$ cat config.mk
export PLATFORM = sky130hd
export DESIGN_NAME = serial_adder_ctrl_flat
export DESIGN_NICKNAME = d
export VERILOG_FILES = /design/src/rtl/serial_adder_ctrl_pkg.sv /design/src/rtl/serial_adder_ctrl_if.sv /design/src/rtl/serial_adder_ctrl_full_adder_cell.sv /design/src/rtl/serial_adder_ctrl.sv /design/src/flat_wrapper.sv
export SDC_FILE = /design/constraint.sdc
export NUM_CORES = 1
export LEC_CHECK = 0
export BUFFER_PORTS_ARGS = -buffer_cell sky130_fd_sc_hd__buf_2
export CORE_MARGIN = 2
export CORE_UTILIZATION = 40
export CTS_BUF_LIST = sky130_fd_sc_hd__clkbuf_2 sky130_fd_sc_hd__clkbuf_4 sky130_fd_sc_hd__clkbuf_8
export DETAILED_ROUTE_END_ITERATION = 10
export GPL_TIMING_DRIVEN = 0
export SLEW_MARGIN = 40
export SYNTH_ARGS = -nofsm -noshare
export SYNTH_HDL_FRONTEND = slang
export SYNTH_SLANG_ARGS = --single-unit
$ cat constraint.sdc
create_clock -name clk -period 1.9 [get_ports clk]
set_clock_uncertainty 0.2 [all_clocks]
set_input_delay 0.095 -clock clk [delete_from_list [all_inputs] [get_ports clk]]
set_output_delay 0.095 -clock clk [all_outputs]
set_load 0.005 [all_outputs]
$ cat src/rtl/serial_adder_ctrl_pkg.sv
// Shared definitions for the bit-serial adder: FSM state encoding and default operand width.
package serial_adder_ctrl_pkg;

  localparam int SA_DEFAULT_WIDTH = 8;

  typedef enum logic [1:0] {
    S_IDLE  = 2'd0,
    S_SHIFT = 2'd1,
    S_DONE  = 2'd2
  } state_t;

endpackage

$ cat src/rtl/serial_adder_ctrl_if.sv
// Operand/result handshake bundle for serial_adder_ctrl; the `sub` signal exists only
// when SERIAL_ADDER_SUB_EN is defined.
interface serial_adder_ctrl_if
  import serial_adder_ctrl_pkg::*;
#(
    parameter int WIDTH = SA_DEFAULT_WIDTH
);
  logic             in_valid;
  logic             in_ready;
  logic [WIDTH-1:0] a;
  logic [WIDTH-1:0] b;
  logic             cin;
`ifdef SERIAL_ADDER_SUB_EN
  logic             sub;
`endif
  logic             out_valid;
  logic             out_ready;
  logic [WIDTH-1:0] sum;
  logic             cout;

  modport master (
    output in_valid, a, b, cin,
`ifdef SERIAL_ADDER_SUB_EN
    output sub,
`endif
    output out_ready,
    input  in_ready, out_valid, sum, cout
  );

  modport slave (
    input  in_valid, a, b, cin,
`ifdef SERIAL_ADDER_SUB_EN
    input  sub,
`endif
    input  out_ready,
    output in_ready, out_valid, sum, cout
  );
endinterface

$ cat src/rtl/serial_adder_ctrl_full_adder_cell.sv
// One-bit combinational full adder; the only arithmetic in the serial adder.
module full_adder_cell (
    input  logic a,
    input  logic b,
    input  logic cin,
    output logic s,
    output logic cout
);
  assign s    = a ^ b ^ cin;
  assign cout = (a & b) | (cin & (a ^ b));
endmodule

$ cat src/rtl/serial_adder_ctrl.sv
// Bit-serial WIDTH-bit adder: operands shifted LSB-first through one full-adder cell.
// Optional subtract mode (a - b) is enabled by defining SERIAL_ADDER_SUB_EN.
module serial_adder_ctrl
  import serial_adder_ctrl_pkg::*;
#(
    parameter int WIDTH = SA_DEFAULT_WIDTH
) (
    input logic              clk,
    input logic              rst_n,
    serial_adder_ctrl_if.slave bus
);
  localparam int CW = $clog2(WIDTH);
  localparam logic [CW-1:0] LAST = CW'(WIDTH - 1);

  state_t           state;
  logic [WIDTH-1:0] a_sh;
  logic [WIDTH-1:0] b_sh;
  logic [WIDTH-1:0] sum_q;
  logic             carry;
  logic [CW-1:0]    count;
  logic             in_ready_q;
  logic             out_valid_q;
  logic             fa_s;
  logic             fa_c;

  logic [WIDTH-1:0] b_load;
  logic             carry_load;

`ifdef SERIAL_ADDER_SUB_EN
  // Two's-complement subtract: invert b and force the carry-in to 1.
  assign b_load     = bus.sub ? ~bus.b : bus.b;
  assign carry_load = bus.sub ? 1'b1 : bus.cin;
`else
  assign b_load     = bus.b;
  assign carry_load = bus.cin;
`endif

  full_adder_cell u_fa (
    .a   (a_sh[0]),
    .b   (b_sh[0]),
    .cin (carry),
    .s   (fa_s),
    .cout(fa_c)
  );

  // NOTE: state registers use non-blocking assignments so every flop samples pre-edge values.
  always_ff @(posedge clk or negedge rst_n) begin
    if (!rst_n) begin
      state       <= S_IDLE;
      a_sh        <= '0;
      b_sh        <= '0;
      sum_q       <= '0;
      carry       <= 1'b0;
      count       <= '0;
      in_ready_q  <= 1'b1;
      out_valid_q <= 1'b0;
    end else begin
      case (state)
        S_IDLE: begin
          if (bus.in_valid) begin
            a_sh       <= bus.a;
            b_sh       <= b_load;
            carry      <= carry_load;
            count      <= '0;
            in_ready_q <= 1'b0;
            state      <= S_SHIFT;
          end
        end
        S_SHIFT: begin
          a_sh  <= a_sh >> 1;
          b_sh  <= b_sh >> 1;
          sum_q <= {fa_s, sum_q[WIDTH-1:1]};
          carry <= fa_c;
          // count saturates at LAST so it never wraps.
          if (count == LAST) begin
            out_valid_q <= 1'b1;
            state       <= S_DONE;
          end else begin
            count <= count + 1'b1;
          end
        end
        S_DONE: begin
          if (bus.out_ready) begin
            out_valid_q <= 1'b0;
            in_ready_q  <= 1'b1;
            state       <= S_IDLE;
          end
        end
        default: begin
          out_valid_q <= 1'b0;
          in_ready_q  <= 1'b1;
          state       <= S_IDLE;
        end
      endcase
    end
  end

  assign bus.in_ready  = in_ready_q;
  assign bus.out_valid = out_valid_q;
  assign bus.sum       = sum_q;
  assign bus.cout      = carry;

endmodule
$ cat src/flat_wrapper.sv
// flat-port wrapper written by rule: the top's interface ports become plain ports
module serial_adder_ctrl_flat import serial_adder_ctrl_pkg::*;
#(
    parameter int WIDTH = SA_DEFAULT_WIDTH
)
  (clk, rst_n, bus_in_valid, bus_a, bus_b, bus_cin, bus_out_ready, bus_in_ready, bus_out_valid, bus_sum, bus_cout);
  serial_adder_ctrl_if #(.WIDTH(WIDTH)) bus_i ();
  input logic clk;
  input logic rst_n;
  input wire logic [$bits(bus_i.in_valid)-1:0] bus_in_valid;
  input wire logic [$bits(bus_i.a)-1:0] bus_a;
  input wire logic [$bits(bus_i.b)-1:0] bus_b;
  input wire logic [$bits(bus_i.cin)-1:0] bus_cin;
  input wire logic [$bits(bus_i.out_ready)-1:0] bus_out_ready;
  output wire logic [$bits(bus_i.in_ready)-1:0] bus_in_ready;
  output wire logic [$bits(bus_i.out_valid)-1:0] bus_out_valid;
  output wire logic [$bits(bus_i.sum)-1:0] bus_sum;
  output wire logic [$bits(bus_i.cout)-1:0] bus_cout;
  assign bus_i.in_valid = bus_in_valid;
  assign bus_i.a = bus_a;
  assign bus_i.b = bus_b;
  assign bus_i.cin = bus_cin;
  assign bus_i.out_ready = bus_out_ready;
  assign bus_in_ready = bus_i.in_ready;
  assign bus_out_valid = bus_i.out_valid;
  assign bus_sum = bus_i.sum;
  assign bus_cout = bus_i.cout;
  serial_adder_ctrl #(.WIDTH(WIDTH)) u_core (.clk(clk), .rst_n(rst_n), .bus(bus_i));
endmodule
* Word-level counts from Yosys, hierarchy flattened
Cells that the tools add are included.
Storage, ports and cells: register bits after elaboration 32, input port bits 21, output and inout bits 11
Operators by class: add/subtract/negate cells 1, equality and inequality tests 7, multiplexer cells 19, bitwise logic cells 7, reductions and logical operators 7
Operators by type and width (number):
- $pmux 8 s2 | 2
- $mux 8 | 2
- $reduce_and 3->1 | 4
- $mux 2 | 3
- $mux 3 | 2
- $ne 2x2->1 const B | 3
- $pmux 1 s3 | 2
- $pmux 2 s3 | 1
- $pmux 3 s2 | 1
- $mux 1 | 5
- $add 3x1->3 const B | 1
- $eq 3x3->1 const B | 1
- $and 1x1->1 | 2
- $eq 2x1->1 const B | 1
- $eq 2x2->1 const B | 1
- $logic_not 2->1 | 1
- $ne 2x1->1 const B | 1
- $not 1->1 | 2
- $pmux 1 s2 | 1
- $reduce_and 2->1 | 1
- $reduce_bool 2->1 | 1
- $xor 1x1->1 | 2
- $or 1x1->1 | 1

* Longest topological paths before layout
word-level depth 4, mapped depth 6

* Modules after synthesis
From an unflattened synthesis, not the netlist that was laid out.
Second synthesis, totals: cell total of the unflattened synthesis 123, area, all modules 1511.4 µm²
Modules (own cells, without submodules):
- serial_adder_ctrl | times used 1, cells each 122, area an instance 1491.4 µm², sequential area each 802.0 µm²
- full_adder_cell | times used 1, cells each 1, area an instance 20.0 µm², sequential area each 0.0 µm²

* Worst setup path before layout
OpenSTA, ideal clock, no wires.
path kind register to register, from register u_core.count[0], to register u_core.count[0], arrival time 1250 ps, data required time 1622 ps, path slack 372 ps, stages on the path, launching flop included 7, clock period less this slack 1528 ps, cells stage by stage dfrtp_1 ha_1 ha_1 clkbuf_1 nor3_1 a21oi_1 o2bb2ai_1
Between the ends: word-level cells in the longest chain between the ends 3
RTL lines:
- from (decl) | line serial_adder_ctrl.sv:20 | logic [CW-1:0] count;
- from (signal assigned) | line serial_adder_ctrl.sv:79 | count <= count + 1'b1;
- $add 3x1->3 / $eq 3x3->1 (equally long branches) | line serial_adder_ctrl.sv:79, serial_adder_ctrl.sv:75
- $mux 3 / $ne 2x2->1 (equally long branches)
- $pmux 3 s2 / $reduce_and 3->1 (equally long branches)
Several ways; a longest one is shown, not always the timed one. The select of a mux whose other input is x is not followed. A chain may end at the register's enable or synchronous reset.

* Final worst setup path
from register u_core.count[0], to register u_core.count[2]
The elaborated chain is that of the path after synthesis.

==> out/summary.txt <==
Cell Rows: 22
Routed WL per cell: 14.4 um
Hold slack: 0.0624 ns
Critical path origin: u_core.count[0]
Post-CTS setup buffers: 0
Antenna Nets Post-Route: 0
Worst R2R Start: u_core.count[0]
Post-cts sizing count: 0
Outcome: finished, final reports clean
Hold Vio Cnt, Final: 0
Fillers: 327
Sequential area share after synthesis: 0.545
Setup crit end kind: register
Fin crit period: 1.73 ns
Area share of and/or/nand/nor cells after synthesis: 0.0748
PortBufs: 30
RSZ-0062 raised after global routing: no
R2R cell count: 6
Clk_lat worst skew: 0.29 ns
Area contributors post-synth: dfrtp_1 (53%), o22ai_1 (10%), mux2_4 (6.1%), a21oi_1 (5.8%), o21ai_0 (2.0%)
Vias per inst: 5.37
Commonest cells post-synth: dfrtp_1 (31), o22ai_1 (24), a21oi_1 (17)
Max Fclk: 0.577 GHz
Fin. max-slew vios: 0
Syn Nets: 155
Height of the chip: 64.7 um
Lkg Pwr: 0.871 nW
Fin nets: 211
CTS Buf Count: 5
Max-cap violations: 0
Netlist Area Pre-Place: 0.00147 mm2
Die X: 64.7 um
CP Data Required Time: 1.91 ns
HP Class: input pin to register
Root Buffer: clkbuf_8
Ys async rst share: 1.00
H-tree depth: 2
Clock sinks: 32
Via Count: 1268
Worst-margin pin slew: 0.735 ns
Mux contribution to synthesized area: 0.0765
First-pass GRT wire length: 5.86 mm
Flops & latches, synth: 32
Adder-cell share of the synthesized area: 0.0306
Post-synthesis cell count: 131
Arrival @ worst endpoint: 1.74 ns
Largest net degree at the start of global routing: 33
EDFF count, synth: 0
Netlist cell types: 28
Power Total: 3.06 mW
Setup TNS: 0 ns
Area taken by multi-input logic gates: 604 um2
# diodes: 0
Top FF cell, synth: dfrtp_1
Io pins: 32
Rel. slew slack: 0.510
Worst R2R End: u_core.count[2]
Xor and xnor area share after synthesis: 0
Area Growth Syn to Fin: 33.8%
Compound-gate portion of the synthesized area: 0.229
Critical Path Source Type: register
Slack of the worst reg-to-reg path: 0.17 ns
Initial antenna violation count: 0
Register area: 802 um2
Clock tree from TritonCTS: yes
Pwr/cell area: 1550 mW/mm2
Crit share post-route: 0.912
GRT overflow: 0
Crit path to: u_core.count[2]
Synth Area per Inst: 11.2 um2
CTS Buffer Depth: 2
Drt drc: 0
First-pass iteration count of the detailed router: 5
Share of layout cells above drive strength 1: 0.324
Detail Placement HPWL: 2.28 mm
Largest family of logic cells by synthesized area: compound AO/OA/AOI/OAI gates
Crit path max fanout: 8
Area leader, netlist: dfrtp_1
Peak supply drop: 0.636 mV
Initial DRC count: 59
Total core area: 0.00361 mm2
GPL Wtd Cong: 0.799
Initial Util: 0.408
Post-Route WL: 3.40 mm
Worst-path clk slew: 0.07 ns
Most common cell in the netlist: dfrtp_1
Vias in the first global route: 1275
Kind of critical path: register to register
GRT Total Usage: 0.188
Die Area: 0.00418 mm2
Share of the synthesized area in the top cell type: 0.527
Final setup viols: 0
Yosys Warn Count: 0
## critical path, cell delays in order, from the launching register on
cell       delay [ns]
dfrtp_1          0.41
ha_1             0.22
ha_1             0.18
clkbuf_1         0.19
nor2_1           0.19
a22oi_1          0.09
o2bb2ai_1        0.18
## routing by layer
layer / wire, um / up-vias / global-route usage
li1: - / 606 / -
met1: 1510 / 611 / 0.227
met2: 1650 / 46 / 0.319
met3: 188 / 5 / 0.0365
met4: 51 / 0 / 0.0957
met5: 0 / - / 0
## layout by cell type (no fill, tap or decap), types with 3 or more instances in the layout
cell type / n
buf_2: 35
dfrtp_1: 31
o22ai_1: 24
dlygate4sd3_1: 19
a21oi_1: 17
o21ai_0: 6
mux2_4: 6
clkbuf_8: 6
nor2_1: 5
nand2_1: 4
nor3_1: 4
o2bb2ai_1: 3
## area by class of cell
| type | instances | area share |
|---|---|---|
| plain buffers | 10 | 0.0298 |
| repair buffers | 49 | 0.173 |
| clock buffers | 8 | 0.0495 |
| well taps | 48 | 0.0305 |
| flip-flops and latches | 32 | 0.407 |
| multi-input cells | 87 | 0.307 |
| inverters | 2 | 0.00381 |
## flip-flops by register name (all words and copies together) (netlist names)
signal and cells:
u_core.a_sh 8, u_core.b_sh 8, u_core.bus.sum 8, u_core.count 3, u_core.state 2, u_core.bus.cout 1, u_core.bus.in_ready 1, u_core.bus.out_valid 1
## worst min-delay path by stage
stage	from	endpoint	cells after the start
2_1_floorplan	rst_n	u_core.a_sh[0]	0
3_3_place_gp	rst_n	u_core.count[2]	1
3_5_place_dp	rst_n	u_core.bus.sum[0]	1
4_1_cts	bus_in_valid	u_core.b_sh[6]	3
5_1_grt	bus_in_valid	u_core.b_sh[6]	3
6_report	bus_in_valid	u_core.b_sh[6]	3
## where the power goes
part / internal (mW) / switching, mW
combinational: 0.659 / 0.572
clock: 0.324 / 0.243
sequential: 1.02 / 0.242
total: 2.00 / 1.06
## cells by family (layout without fill, tap and decap cells)
group | after synthesis | in the layout
buffers and inverters | 12 | 69
adder cells (fa/ha/maj) | 3 | 3
multiplexers | 8 | 8
AO/OA/AOI/OAI | 55 | 55
flip-flops | 32 | 32
AND/OR/NAND/NOR | 21 | 21
## per-stage QoR
stage	cell area, um2	util	instances	worst slack, ns
finish	1970	0.546	236	0.167
global route	1970	0.546	236	0.0560
CTS	1970	0.546	236	0.165
detailed placement	1680	0.467	209	0.170
global placement	1680	0.467	209	0.307
floorplan	1470	-	131	0.372
## timing repair
item | 4_1_cts | 5_1_grt
setup endpoints to repair | 0 | 0
endpoints found under the hold margin | 51 | 0
hold buffers | 19 | 0
Power figures use the tool's default switching activity.
